--- config.mk ---
export PLATFORM = sky130hd
export DESIGN_NAME = i_steer_n
export DESIGN_NICKNAME = d
export VERILOG_FILES = /design/src/rtl/i_steer_n_pkg.sv /design/src/rtl/i_steer_fifo.sv /design/src/rtl/i_steer_n.sv
export SDC_FILE = /design/constraint.sdc
export NUM_CORES = 1
export LEC_CHECK = 0
export BUFFER_PORTS_ARGS = -buffer_cell sky130_fd_sc_hd__buf_4
export CAP_MARGIN = 25
export CORE_MARGIN = 8
export CORE_UTILIZATION = 53
export CTS_BUF_LIST = sky130_fd_sc_hd__clkbuf_16
export DETAILED_ROUTE_END_ITERATION = 8
export PLACE_DENSITY = 0.95
export SYNTH_ARGS = -nofsm -noshare
export SYNTH_HDL_FRONTEND = slang
export SYNTH_SLANG_ARGS = --single-unit
--- constraint.sdc ---
create_clock -name clk -period 9.15 [get_ports clk]
set_clock_uncertainty 0.15 [all_clocks]
set_input_delay 0 -clock clk [delete_from_list [all_inputs] [get_ports clk]]
set_output_delay 0 -clock clk [all_outputs]
set_load 0.03 [all_outputs]
--- src/rtl/i_steer_n_pkg.sv ---
// Shared interconnect header-field definitions and helpers for the packet steer.
package i_steer_n_pkg;

    // Beat width of every interconnect stream.
    localparam int unsigned DATA_W = 64;

    // Header layout shared with other interconnect blocks.
    localparam int unsigned ADDR_LSB  = 0;
    localparam int unsigned ADDR_MSB  = 47;
    localparam int unsigned ROUTE_LSB = 48;
    localparam int unsigned ROUTE_MSB = 55;
    localparam int unsigned RSVD_LSB  = 56;
    localparam int unsigned RSVD_MSB  = 63;

    localparam int unsigned ROUTE_W = ROUTE_MSB - ROUTE_LSB + 1;
    localparam int unsigned ADDR_W  = ADDR_MSB - ADDR_LSB + 1;

    // Legal steer-field widths.
    localparam int unsigned ROUTE_BITS_MIN = 1;
    localparam int unsigned ROUTE_BITS_MAX = 3;

    typedef logic [DATA_W-1:0]  data_t;
    typedef logic [ROUTE_W-1:0] route_t;

    // Drop the low nbits of the route field, zero-filling from the top, so the
    // next tree level sees its own selector in the low bits.
    function automatic data_t consume_route(input data_t d, input int unsigned nbits);
        data_t  r;
        route_t f;
        r = d;
        f = d[ROUTE_MSB:ROUTE_LSB];
        r[ROUTE_MSB:ROUTE_LSB] = f >> nbits;
        return r;
    endfunction

endpackage

--- src/rtl/i_steer_fifo.sv ---
// Synchronous FIFO with registered full/empty flags; head entry is read combinationally.
module i_steer_fifo #(
    parameter int unsigned Width = 66,
    parameter int unsigned Depth = 2
) (
    input  logic             clk_i,
    input  logic             rst_i,
    input  logic             push_i,
    input  logic [Width-1:0] wdata_i,
    input  logic             pop_i,
    output logic [Width-1:0] rdata_o,
    output logic             full_o,
    output logic             empty_o
);

    localparam int unsigned PtrW = $clog2(Depth);
    localparam int unsigned CntW = PtrW + 1;

    logic [Width-1:0] mem_q [Depth];
    logic [PtrW-1:0]  wptr_q, wptr_d;
    logic [PtrW-1:0]  rptr_q, rptr_d;
    logic [CntW-1:0]  count_q, count_d;
    logic             full_q, full_d;
    logic             empty_q, empty_d;
    logic             do_push;
    logic             do_pop;

    // No push while full, even if a pop happens this cycle: keeps ready registered.
    assign do_push = push_i & ~full_q;
    assign do_pop  = pop_i & ~empty_q;

    // Pointer, occupancy and flag next-state.
    always_comb begin
        wptr_d  = wptr_q;
        rptr_d  = rptr_q;
        count_d = count_q;
        if (do_push) begin
            wptr_d = wptr_q + PtrW'(1);
        end
        if (do_pop) begin
            rptr_d = rptr_q + PtrW'(1);
        end
        unique case ({do_push, do_pop})
            2'b10:   count_d = count_q + CntW'(1);
            2'b01:   count_d = count_q - CntW'(1);
            default: count_d = count_q;
        endcase
        full_d  = (count_d == CntW'(Depth));
        empty_d = (count_d == '0);
    end

    // Control state with synchronous reset (flushes the buffer).
    always_ff @(posedge clk_i) begin
        if (rst_i) begin
            wptr_q  <= '0;
            rptr_q  <= '0;
            count_q <= '0;
            full_q  <= 1'b0;
            empty_q <= 1'b1;
        end else begin
            wptr_q  <= wptr_d;
            rptr_q  <= rptr_d;
            count_q <= count_d;
            full_q  <= full_d;
            empty_q <= empty_d;
        end
    end

    // Storage array; contents are don't-care while empty, so no reset.
    always_ff @(posedge clk_i) begin
        if (do_push) begin
            mem_q[wptr_q] <= wdata_i;
        end
    end

    assign rdata_o = mem_q[rptr_q];
    assign full_o  = full_q;
    assign empty_o = empty_q;

endmodule

--- src/rtl/i_steer_n.sv ---
// N-way packet steer: header tracking, route extraction/transform, buffered output demux.
module i_steer_n
    import i_steer_n_pkg::*;
#(
    parameter bit          CONSUME_ROUTE = 1'b0,
    parameter int unsigned HDR_BIT       = 31,
    parameter int unsigned ROUTE_BITS    = 1,
    parameter int unsigned DEPTH         = 2
) (
    input  logic                             clk,
    input  logic                             reset,
    input  logic                             I_TVALID,
    output logic                             I_TREADY,
    input  logic [63:0]                      I_TDATA,
    input  logic                             I_TLAST,
    output logic [(2**ROUTE_BITS)-1:0]       O_TVALID,
    input  logic [(2**ROUTE_BITS)-1:0]       O_TREADY,
    output logic [64*(2**ROUTE_BITS)-1:0]    O_TDATA,
    output logic [(2**ROUTE_BITS)-1:0]       O_TLAST
);

    localparam int unsigned NPORTS  = 2 ** ROUTE_BITS;
    localparam int unsigned ENTRY_W = 1 + ROUTE_BITS + DATA_W;

    typedef logic [ROUTE_BITS-1:0] dir_t;

    logic               is_header_q, is_header_d;
    dir_t               routing_direction_q, routing_direction_d;
    dir_t               hdr_dir;
    dir_t               in_dir;
    data_t              in_data;
    logic               in_fire;

    logic               fifo_full;
    logic               fifo_empty;
    logic               head_pop;
    logic [ENTRY_W-1:0] head_entry;
    logic               head_last;
    dir_t               head_dir;
    data_t              head_data;

    assign I_TREADY = ~fifo_full & ~reset;
    assign in_fire  = I_TVALID & I_TREADY;

    // Steer field of a header beat: route bits on the response path, address bits otherwise.
    always_comb begin
        hdr_dir = '0;
        if (CONSUME_ROUTE) begin
            hdr_dir = I_TDATA[ROUTE_LSB +: ROUTE_BITS];
        end else begin
            hdr_dir = I_TDATA[HDR_BIT +: ROUTE_BITS];
        end
    end

    // Per-beat direction and data; only a response header beat is rewritten.
    always_comb begin
        in_dir  = is_header_q ? hdr_dir : routing_direction_q;
        in_data = I_TDATA;
        if (CONSUME_ROUTE && is_header_q) begin
            in_data = consume_route(I_TDATA, ROUTE_BITS);
        end
    end

    // Packet framing: the beat after a last beat is a header, and its direction sticks.
    always_comb begin
        is_header_d         = is_header_q;
        routing_direction_d = routing_direction_q;
        if (in_fire) begin
            is_header_d = I_TLAST;
            if (is_header_q) begin
                routing_direction_d = hdr_dir;
            end
        end
    end

    // Framing state register.
    always_ff @(posedge clk) begin
        if (reset) begin
            is_header_q         <= 1'b1;
            routing_direction_q <= '0;
        end else begin
            is_header_q         <= is_header_d;
            routing_direction_q <= routing_direction_d;
        end
    end

    i_steer_fifo #(
        .Width (ENTRY_W),
        .Depth (DEPTH)
    ) u_fifo (
        .clk_i   (clk),
        .rst_i   (reset),
        .push_i  (in_fire),
        .wdata_i ({I_TLAST, in_dir, in_data}),
        .pop_i   (head_pop),
        .rdata_o (head_entry),
        .full_o  (fifo_full),
        .empty_o (fifo_empty)
    );

    assign {head_last, head_dir, head_data} = head_entry;

    // Demux: only the head's port sees valid, and only that port's ready pops it.
    always_comb begin
        O_TVALID           = '0;
        O_TVALID[head_dir] = ~fifo_empty;
        head_pop           = ~fifo_empty & O_TREADY[head_dir];
    end

    assign O_TDATA = {NPORTS{head_data}};
    assign O_TLAST = {NPORTS{head_last}};

endmodule

==> results.md <==
Outcome:
- The flow ran to the end, and the final reports show no timing, DRC or antenna violations.

Yosys:
- The total of warnings raised by yosys is 0.
- The total of flip-flops plus latches after synthesis is 141.
- The net count of the mapped netlist is 388.
- Counting distinct cell types in the post-synthesis netlist gives 22.
- The post-synthesis average cell area is 17.9 sq um.
- In this run the cell area of the synthesized design comes to 5660 sq um.
- Synthesis produced 317 cells.
- The part of the Yosys area used for sequential elements is 73.2%.

Global route:
- The number of antenna violations at the first check in global routing is 1.
- Entering global routing, the biggest net connects 67 pins.
- The number of global-route vias before repair is 3,737.
- The first global-routing pass estimated 19,900 microns of wire.
- Global routing consumed, over all layers together, between 10% and 20% of the routing resources.
- The residual overflow from global routing is 0.

Final layout:
- The most common library cell in the layout ignoring fill and taps is buf_4.
- The fraction of layout instances using a drive strength above 1 is 55.2%.
- The finished cells cover 8100 sq um.
- For this run, the share of the core covered by cells in the final layout is 78.1%.
- The relative area change from synthesis to final layout is 43.0%.
- In the layout the commonest cells are 204 x buf_4, 132 x edfxtp_1, 69 x dlygate4sd3_1, 67 x mux2_2, 17 x clkbuf_16.
- After the last flow step, the layout net total stands at roughly 600.

Floorplan:
- The die boundary height is 119 microns.
- For this configuration, the core starts out at a cell density of 54.6%.
- The die area is between 10,000 and 15,000 sq um.
- The die outline width is roughly 120 microns.
- During I/O placement, the number of pins put on the boundary was 203.
- The area inside the core boundary is 10,400 sq um.
- In this run the core area contains 37 standard-cell rows.

Timing:
- The final hold violation count came to 0.
- The post-route clock period utilization is 26.3%.
- Setup repair after global routing left no endpoint under its margin.
- Hold is met by 0.173 ns.
- The number of max-slew violations in the final report came to 0.
- The transition time at the pin with the least slew margin is around 0.91 ns.
- Measured against its own limit, the worst slew margin works out to roughly 39%.
- Adding up every negative setup slack in the final design gives 0 ns.
- The count of final setup violators is 0.
- Static timing analysis puts the maximum clock frequency at around 0.42 GHz.
- For the finished layout, the period the worst path requires is 2.40 ns.

Critical path:
- The signal on the critical path passes through dlygate4sd3_1 > buf_4 > nor2_1 > nand2_1 > nor2_4 > buf_4.
- The setup path with the least slack is of type in2reg.
- The family with the most delay on the worst path is buffers and inverters.
- The worst stage delay on the critical path is approximately 0.67 ns.
- The library cell appearing most often on the critical path is buf_4.
- The worst setup path is launched from a primary input.
- The critical path endpoint category is a flop.
- Data arrives at the worst endpoint at 2.29 ns.
- The critical path contains buffers and inverters numbering 3 combined.
- The slowest cell on the critical path is buf_4.
- The data required time at the worst endpoint is roughly 9 ns.
- The highest net fanout along the worst path is 51.

Drt:
- The detailed-route via count is 3,324.
- The total iterations of the first detailed-routing run is 4.
- After detailed routing, the number of vias per cell comes to 4.85.
- After detailed routing, the average wire length per cell comes to between 15 and 20 microns.
- The detail route stage leaves a number of antenna-violating nets equal to 0.
- The total routed wirelength is between 10,000 and 15,000 microns.
- The detailed router finished its first iteration with 161 violations.
- The residual DRC count is 0.

CTS:
- The tree built by TritonCTS fans out to 141 sinks.
- The buffers inserted during post-CTS setup optimization is 0.
- The number of clock buffers inserted by TritonCTS is 17.
- The H-tree was split into 4 levels.
- The clock latency of the later-clocked register in the worst-skew pair is 0.40 ns.
- Counting along the longest clock path gives a buffer depth of 2.
- The buffer cell driving the clock tree root is clkbuf_16.
- The clock-pin transition on the worst setup and hold timing paths is 0.06 ns.
- The TritonCTS clock tree is yes.

Power and ir drop:
- The power per unit of standard cell area is 235 nW/um^2.
- The maximum vdd drop is approximately 0.16 mV.
- The leakage dissipation is 3.16 nW.

Job:
- Max-cap violations in this run came to 0.

Place:
- The weighted congestion reported at the end of routability-driven placement is 0.716.
- The number of buffer cells added on primary ports is 202.
- Detailed placement finished with a half-perimeter wire length of 8290 microns.
- In this run the cell area measured after placement is 6850 sq um.

Hold path:
- The worst hold path belongs to the class in2reg.
==> routing by layer <==
| metal | part of all wire (%) | wire, microns | track usage, % | up-vias |
|---|---|---|---|---|
| met5 | 0 | 0 | 0 | - |
| met4 | 2.1 | 275 | 7.65 | 0 |
| met3 | 6.9 | 893 | 6.42 | 23 |
| met2 | 55 | 7120 | 32.8 | 138 |
| met1 | 36 | 4680 | 18.2 | 1610 |
| li1 | - | - | - | 1553 |
==> cell type report <==
class | count | area, sq um
multi-input cells | 102 | 1000
clock buffers | 17 | 425
repair buffers | 273 | 2220
fillers | 542 | 2270
flip-flops and latches | 141 | 4150
diodes | 1 | 2.50
inverters | 1 | 3.75
well taps | 136 | 170
clock inverters | 15 | 130
==> through the flow <==
step                      power, mW  cells  setup WS, ns
final                          1.91    686          6.75
after global routing           1.97    686          6.60
after CTS                      1.92    685          6.78
after detailed placement       1.26    584          6.80
after global placement         1.25    584          6.93
after floorplan                1.13    317          4.78
==> power by group <==
group / internal (mW) / leakage, nW / total [mW] / switching, mW
logic: 0.205 / 1.61 / 0.509 / 0.304
clock network: 0.394 / 0.266 / 0.636 / 0.242
registers: 0.748 / 1.29 / 0.761 / 0.0132
total: 1.35 / 3.16 / 1.91 / 0.559
==> logic make-up (layout without fill, tap and decap cells) <==
family	after synthesis	after routing	synth area share [%]
flops	141	141	73.2
buf+inv	74	306	9.39
mux	72	72	14.4
simple gates	20	20	1.90
compound gates	7	7	0.641
xor+xnor	2	2	0.309
fa+ha+maj	1	1	0.221
other cells	0	1	0
==> registers in the layout, summed over array words and instances, names as in the netlist, named ones only <==
signal               cells
u_fifo.empty_o           1
routing_direction_q      1
is_header_q              1
u_fifo.rptr_q            1
u_fifo.wptr_q            1
u_fifo.count_q           2
u_fifo.mem_q           132
u_fifo.full_o            1
==> final timing paths <==
kind,slack (ns),startpoint,depth (start not counted),endpoint
setup / recovery,6.75,reset,6,u_fifo.mem_q[0][17]$_DFFE_PP_
hold / removal,0.17,I_TDATA[53],2,u_fifo.mem_q[0][53]$_DFFE_PP_
setup reg to reg,6.77,u_fifo.full_o$_SDFF_PP0_,4,u_fifo.mem_q[0][17]$_DFFE_PP_
hold reg to reg,0.38,u_fifo.count_q[1]$_SDFF_PP0_,1,u_fifo.empty_o$_SDFF_PP1_
==> cell usage after synthesis <==
cell,number,area share [%]
xor2_1,1,0.15
buf_2,8,0.71
nand2_1,2,0.13
xnor2_1,1,0.15
dfxtp_1,9,3.2
buf_4,65,8.6
edfxtp_1,132,70
nor2b_1,5,0.55
or3_1,1,0.11
a21oi_1,4,0.35
a31oi_1,1,0.11
nor2_1,5,0.33
nand2b_1,5,0.55
mux2i_2,2,0.49
o21ai_0,2,0.18
inv_1,1,0.066
mux2i_1,1,0.18
mux2_1,2,0.40
or2_0,1,0.11
and3_1,1,0.11
mux2_2,67,13
ha_1,1,0.22
==> repair_timing <==
action | in CTS | in global routing
resized for setup | 0 | 0
hold endpoints to repair | 141 | 0
hold buffers | 69 | 0
(Power assumes the default switching activity.)
